`src/rtl/rr_index_arbiter.sv`:
```
// -----------------------------------------------------------------------------
// rr_index_arbiter
//
// Purpose:
//   Round-robin arbiter over N level-sensitive request lines. The winner is
//   presented as a binary index with a valid/ack handshake, so gnt_idx can
//   drive a one-hot decoder directly. A grant is held (sticky) until the
//   consumer acknowledges it. The ack then moves the rotation pointer to the
//   granted index, so every requester is eventually served.
//
// Parameters:
//   N     number of request lines. Must be a power of two, >= 2.
//   IDXW  index width. Must equal log2(N).
//
// Ports:
//   clk        in   1     rising-edge clock
//   rst        in   1     asynchronous active-high reset
//   req        in   N     request lines, bit k = requester k
//   gnt_ack    in   1     consumer done with current grant (only used in GRANT)
//   gnt_valid  out  1     a grant is being presented
//   gnt_idx    out  IDXW  granted requester index, frozen while gnt_valid=1
//   gnt_cnt    out  8     acknowledged grants, modulo 256
//
// All outputs come straight from flops. There is no combinational path from
// req or gnt_ack to any output.
// -----------------------------------------------------------------------------
module rr_index_arbiter #(
  parameter int unsigned N    = 8,
  parameter int unsigned IDXW = 3
) (
  input  logic            clk,
  input  logic            rst,
  input  logic [N-1:0]    req,
  input  logic            gnt_ack,
  output logic            gnt_valid,
  output logic [IDXW-1:0] gnt_idx,
  output logic [7:0]      gnt_cnt
);

  localparam int unsigned CNTW = 8;
  // The first search after reset starts at index 0.
  localparam logic [IDXW-1:0] LAST_RST = IDXW'(N - 1);

  typedef enum logic {
    IDLE  = 1'b0,
    GRANT = 1'b1
  } state_e;

  state_e            state_q,     state_d;
  logic              gnt_valid_q, gnt_valid_d;
  logic [IDXW-1:0]   gnt_idx_q,   gnt_idx_d;
  logic [IDXW-1:0]   last_q,      last_d;
  logic [CNTW-1:0]   cnt_q,       cnt_d;

  logic              pick_found_c;
  logic [IDXW-1:0]   pick_idx_c;
  logic [IDXW-1:0]   cand_c;

  // Rotating priority search: scan last+1, last+2, ... and take the first set bit.
  // Index arithmetic wraps because N == 2**IDXW. The final step (k == N)
  // lands back on last itself.
  always_comb begin
    pick_found_c = 1'b0;
    pick_idx_c   = '0;
    cand_c       = '0;
    for (int unsigned k = 1; k <= N; k++) begin
      cand_c = last_q + IDXW'(k);
      if (!pick_found_c && req[cand_c]) begin
        pick_found_c = 1'b1;
        pick_idx_c   = cand_c;
      end
    end
  end

  // Next-state and registered-output logic.
  always_comb begin
    state_d     = state_q;
    gnt_valid_d = gnt_valid_q;
    gnt_idx_d   = gnt_idx_q;
    last_d      = last_q;
    cnt_d       = cnt_q;

    case (state_q)
      IDLE: begin
        // gnt_ack is ignored here. Only a live request moves the FSM.
        if (pick_found_c) begin
          gnt_idx_d   = pick_idx_c;
          gnt_valid_d = 1'b1;
          state_d     = GRANT;
        end
      end
      GRANT: begin
        // Grant is sticky. req is not looked at until the ack arrives.
        if (gnt_ack) begin
          last_d      = gnt_idx_q;
          cnt_d       = cnt_q + CNTW'(1);
          gnt_valid_d = 1'b0;
          state_d     = IDLE;
        end
      end
      default: begin
        state_d     = IDLE;
        gnt_valid_d = 1'b0;
      end
    endcase
  end

  // State register. Reset clears everything at once, dropping any active grant.
  always_ff @(posedge clk or posedge rst) begin
    if (rst) begin
      state_q     <= IDLE;
      gnt_valid_q <= 1'b0;
      gnt_idx_q   <= '0;
      last_q      <= LAST_RST;
      cnt_q       <= '0;
    end else begin
      state_q     <= state_d;
      gnt_valid_q <= gnt_valid_d;
      gnt_idx_q   <= gnt_idx_d;
      last_q      <= last_d;
      cnt_q       <= cnt_d;
    end
  end

  assign gnt_valid = gnt_valid_q;
  assign gnt_idx   = gnt_idx_q;
  assign gnt_cnt   = cnt_q;

endmodule

```
`config.mk`:
```
export PLATFORM = sky130hd
export DESIGN_NAME = rr_index_arbiter
export DESIGN_NICKNAME = d
export VERILOG_FILES = /design/src/rtl/rr_index_arbiter.sv
export SDC_FILE = /design/constraint.sdc
export NUM_CORES = 1
export LEC_CHECK = 0
export ABC_AREA = 1
export ABC_CLOCK_PERIOD_IN_PS = 3780
export BUFFER_PORTS_ARGS = -buffer_cell sky130_fd_sc_hd__buf_2
export CORE_ASPECT_RATIO = 1.25
export CORE_MARGIN = 2
export CORE_UTILIZATION = 40
export CTS_CLUSTER_DIAMETER = 80
export DETAILED_ROUTE_END_ITERATION = 16
export MAX_ROUTING_LAYER = met4
export PLACE_DENSITY = 0.65
export SLEW_MARGIN = 30
export SYNTH_ARGS = -nofsm -noshare
export SYNTH_HDL_FRONTEND = slang
export SYNTH_SLANG_ARGS = --single-unit
```
`constraint.sdc`:
```
create_clock -name clk -period 3.78 [get_ports clk]
set_input_delay 0.756 -clock clk [delete_from_list [all_inputs] [get_ports clk]]
set_output_delay 0.756 -clock clk [all_outputs]
set_load 0.05 [all_outputs]
```
Word level (Yosys, flattened, before mapping)
Cells that the tools add are included.
{ "totals": {"regBits": 16, "latch_bits": 0, "mem_bits_rw": 0, "romBits": 0, "in_bits": 11, "out_inout_bits": 12, "mem_count": 0} }
{ "classes": {"addsub": 8, "mul": 0, "div_mod_pow": 0, "magnitude_cmp": 8, "eq_ne": 2, "shifts": 0, "n_mux": 38, "bitwise": 1, "n_reduce_logical": 17} }
{ "ops": {"columns": ["cell", "n"], "rows": [
  ["$lt A3 B4 Y1 const B", 8],
  ["$bmux W1 S3", 8],
  ["$mux W3", 8],
  ["$mux W1", 20],
  ["$add A3 B3 Y3 const B", 4],
  ["$add A8 B1 Y8 const B", 1],
  ["$logic_and A1 B1 Y1", 7],
  ["$logic_not A1 Y1", 7],
  ["$add A3 B2 Y3 const B", 2],
  ["$reduce_and A2 Y1", 3],
  ["$ne A2 B2 Y1 const B", 2],
  ["$pmux W1 S2", 2],
  ["$add A3 B1 Y3 const B", 1],
  ["$not A1 Y1", 1]
]} }

Logic depth before layout (Yosys ltp)
{ "logic_depth": {"ltp_word": 27, "mapped_depth": 19, "ltp_nobuf": 16} }

Least setup slack after synthesis
OpenSTA, ideal clock, no wires.
{ "synth_timing": {"path_kind": "register to register", "start": "reg last_q[0]", "end": "reg gnt_valid_q, in the netlist gnt_valid", "setup_ns": 0.123, "arrival_time_ns": 2.361, "required_time_ns": 3.657, "slack_ns": 1.296, "path_stages_with_launch": 18, "n_path_buf": 3, "synth_period_minus_slack_ns": 2.484, "cell_sequence": "dfstp_2 -> buf_6 -> inv_4 -> buf_6 -> ha_1 -> buf_2 -> inv_2 -> nand3_2 -> nand3_4 -> nand2_4 -> nor2_8 -> nand4_4 -> nor2_4 -> nand3_2 -> nand2_4 -> inv_2 -> nor2_1 -> nor2_1"} }
{ "synth_via": {"elab_chain_len": 27, "elab_cells_between_ends": 47, "classes_between": "add/sub: 7; eq/ne: 1; mux: 24; reduce/logical: 15"} }
{ "synth_rtl": {"columns": ["item", "line", "rtl"], "rows": [
  ["from (decl)", "52", "logic [IDXW-1:0] last_q, last_d;"],
  ["from (signal assigned)", "120", "last_q <= last_d;"],
  ["$add A3 B1 Y3", "67", "cand_c = last_q + IDXW'(k);"],
  ["$bmux W1 S3", "68", "if (!pick_found_c && req[cand_c]) begin"],
  ["$mux W1 (implied by the code)", "68", null],
  ["$mux W1", "68", null],
  ["$logic_not A1 Y1", "68", null],
  ["$logic_and A1 B1 Y1", "68", null],
  ["$mux W1", "68", null],
  ["$logic_not A1 Y1", "68", null],
  ["[... 11 more ...]", null, null],
  ["$logic_not A1 Y1", "68", null],
  ["$logic_and A1 B1 Y1", "68", null],
  ["$mux W1", "68", null],
  ["$logic_not A1 Y1", "68", null],
  ["$logic_and A1 B1 Y1", "68", null],
  ["$mux W1 (*)", "68", null],
  ["$ne A2 B2 Y1 (no line) (*)", null, null],
  ["$reduce_and A2 Y1 (no line) (*)", null, null],
  ["to (signal assigned)", "118", "gnt_valid_q <= gnt_valid_d;"],
  ["to (decl)", "50", "logic gnt_valid_q, gnt_valid_d;"]
]} }
Mark *: on every way between the ends. The rest lies on a longest branch, timed or not. The select of a mux whose other input is x is not followed.
A chain may end at the register's enable or synchronous reset.

Final worst setup path
{ "layout_timing": {"start": "reg last_q[1]", "end": "reg gnt_valid_q, in the netlist gnt_valid"} }
Same word-level chain as after synthesis.

==> impl_metrics.ini <==
[run_status]
run_status = finished clean

[place]
place.detailed.hpwl_mm = 2.80
place.port_buffers = 22
instance_count_after_placement_with_tap_cells_included = 260
globalplace.congestion = 0.883
minimum_setup_slack_after_placement_ps = 1090
placed_area_mm2 = 0.00161

[logic_synthesis]
syn-num-nets = 218
avgSynthCellArea_um2 = 7.30
synth-seq-area-share_pct = 27.1
ys.warnings.count = 0
synth.lib_cells_used.distinct = 32
post_synth_inst_count = 204
netlist_area_mm2 = 0.00149
ys_seq_elements = 16

[finish]
post_route_cells_drive_above_1_share_pct = 28.0
antenna_cells_inserted = 0
post_layout_nets = 240
flow.area_growth_from_synthesis_pct = 11.5
final_cell_count_no_fill = 264
layout.filler_cells = 363
stdcell_area_mm2 = 0.00166

[timing]
timing.setup.tns_ps = 0
setup_violations = 0
timing.final.ws_setup_ps = 1080
worstMarginPinSlew_ps = 614
number_of_slew_limit_violations_in_the_final_report = 0
finClkSkew_ps = 4.19
timing_hold_violations_final = 0
fmax_ghz = 0.371
grt_setup_unrepaired = no
relSlewSlack_pct = 59.0
final_worst_path_cycle_share_pct = 71.4
period_needed_ps = 2700

[die]
initial_core_util_pct = 42.4
die_w_um = 58.6
die_height_um = 72.2
dieArea_mm2 = 0.00423
io_pins = 23
placeableCoreArea_mm2 = 0.00351
fp-row-count = 24

[critical_path]
critical_setup_path_kind = reg -> reg
critical_register_to_register_path_startpoint = last_q[1]
slowest_delay_ps = 680
crit_path_top_delay_cell = dfstp_2
arrival_ps = 2830
number_of_buffer_and_inverter_instances_along_the_worst_setup_path = 2
critPathLaunchType = flip-flop
worstPathRequired_ps = 3910
critPathCaptureType = flip-flop
setup.reg_to_reg.worst_slack_ps = 1080
worst_r2r_endpoint = gnt_valid
crit_chain = inv_2 -> ha_1 -> nand3_1 -> nand3_4 -> nand2_4 -> nor2_8 -> nand4_4 -> nor2_4 -> nand3_2 -> nand2_4 -> inv_2 -> nor2_1 -> nor2_1
worst-path-max-fanout = 11
count_of_cells_along_the_worst_register_to_register_path = 13
critical_path.top_delay_family = simple AND/OR/NAND/NOR gates

[clocking]
postCtsSetupBuffers = 0
cts-hold-fix-buffers = 0
cts-root-buf = clkbuf_8
cts_tree = built
worst_skew_pair.late_latency_ps = 250
htree_num_levels = 1
clk_pin_slew_ps = 60
cts_buffer_depth = 2
tritoncts.num_buffers = 3
cts.sink_count = 16
post_cts.resized_instances = 0

[routing]
drc = 0
antenna_left = 0
overall_routed_net_length_mm = 3.34
num_vias = 1361
drt_first_iter_violations = 30
vias_per_cell = 5.16
avgRoutedWirePerCell_um = 12.6
drtPass1Iterations = 4

[run]
drv.max_cap_violation_count = 0

[global_routing]
gr-usage-all-layers_pct = 18.1
grt_start_max_net_pins = 17
grt_pass1_vias = 1296
antenna_violations_before_repair = 0
grt_pass1_wl_mm = 5.77
globalRouteOverflowTotal = 0

[min_path]
hold_path_depth = 1
whs_endpoint = gnt_cnt[7]
hold_path_class = reg -> reg
timing.hold.worst.start = gnt_cnt[7]
[through the flow]
| stage | utilization [%] | hold WS (ps) |
|---|---|---|
| floorplan | - | 543 |
| global placement | 45.7 | 456 |
| detailed placement | 45.7 | 468 |
| CTS | 47.3 | 476 |
| global route | 47.3 | 509 |
| finish | 47.3 | 475 |
[worst max-delay path by stage]
stage	start	slack [ps]	cells after the start	end
final	last_q[1]	1080	13	gnt_valid
after global routing	last_q[1]	870	13	gnt_valid
after CTS	last_q[0]	1080	13	gnt_valid
after detailed placement	last_q[0]	1090	13	gnt_valid
after global placement	last_q[1]	1120	13	gnt_valid
after floorplan	last_q[0]	1300	17	gnt_valid
[placed cells by master, fill, tap and decap left out]
| master | instances |
|---|---|
| nand2_4 | 5 |
| nor2_4 | 1 |
| o21ai_0 | 8 |
| xnor2_1 | 5 |
| nand3_2 | 10 |
| nand3_1 | 20 |
| dfstp_2 | 3 |
| and2_1 | 1 |
| a31oi_2 | 1 |
| o22ai_1 | 1 |
| nor3_1 | 2 |
| nand2_2 | 6 |
| xor2_1 | 4 |
| nor2_1 | 18 |
| nand4_4 | 1 |
| nand4_1 | 2 |
| dfrtp_1 | 13 |
| ha_1 | 3 |
| inv_1 | 17 |
| nor4_1 | 1 |
| inv_2 | 4 |
| nand3b_1 | 1 |
| nand3_4 | 4 |
| or2_0 | 1 |
| o21a_1 | 1 |
| inv_4 | 1 |
| buf_2 | 22 |
| nor2_8 | 1 |
| o21ai_1 | 1 |
| nand2_1 | 63 |
| clkbuf_8 | 4 |
[metal layers]
metal / wire [um] / track usage (%)
met1: 1470 / 22.4
met2: 1600 / 29.8
met3: 130 / 1.25
met4: 136 / 8.84
met5: 0 / -
[synth_stat cells]
master	number	area share, %
nand2_1	63	16
nand3_1	20	6.7
nor2_1	18	4.5
inv_1	17	4.3
dfrtp_1	13	22
nand3_2	10	6.7
o21ai_0	8	2.7
nand2_2	6	2.5
nand2_4	5	3.8
xnor2_1	5	2.9
inv_2	4	1.0
nand3_4	4	4.7
xor2_1	4	2.4
dfstp_2	3	5.3
ha_1	3	2.5
buf_4	2	1.0
buf_6	2	1.5
nand4_1	2	0.84
nor3_1	2	0.67
a31oi_2	1	0.84
and2_1	1	0.42
buf_2	1	0.34
inv_4	1	0.42
nand3b_1	1	0.50
nand4_4	1	1.4
nor2_4	1	0.76
nor2_8	1	1.3
nor4_1	1	0.42
o21a_1	1	0.50
o21ai_1	1	0.34
o22ai_1	1	0.42
or2_0	1	0.42
[flip-flops by register name, indices dropped and copies added, names as in the netlist]
name	count
gnt_cnt	8
gnt_idx	3
last_q	3
gnt_valid	1
state_q	1
[worst reg2reg max path, stage by stage, from the launching register on]
cell,delay [ps]
dfstp_2,680
inv_2,130
ha_1,510
nand3_1,230
nand3_4,160
nand2_4,80
nor2_8,130
nand4_4,120
nor2_4,160
nand3_2,110
nand2_4,110
inv_2,40
nor2_1,80
nor2_1,40
[cells by family after synthesis]
family / count (synthesis) / synth area share (%)
XOR/XNOR: 9 / 5.29
adder cells (fa/ha/maj): 3 / 2.52
flip-flops: 16 / 27.1
buffers and inverters: 27 / 8.57
AO/OA/AOI/OAI: 12 / 4.79
AND/OR/NAND/NOR: 137 / 51.7
[area by class of cell]
class / instances / area (um2) / area share (%)
clock buffers: 4 / 55.1 / 3.32
inverters: 22 / 85.1 / 5.12
multi-input cells: 161 / 957 / 57.6
flip-flops and latches: 16 / 404 / 24.3
well taps: 39 / 48.8 / 2.94
repair buffers: 22 / 110 / 6.63
Power is left out: the tool's default activity adds up to more than one toggle a clock period on the data nets, which glitch-free logic cannot reach.
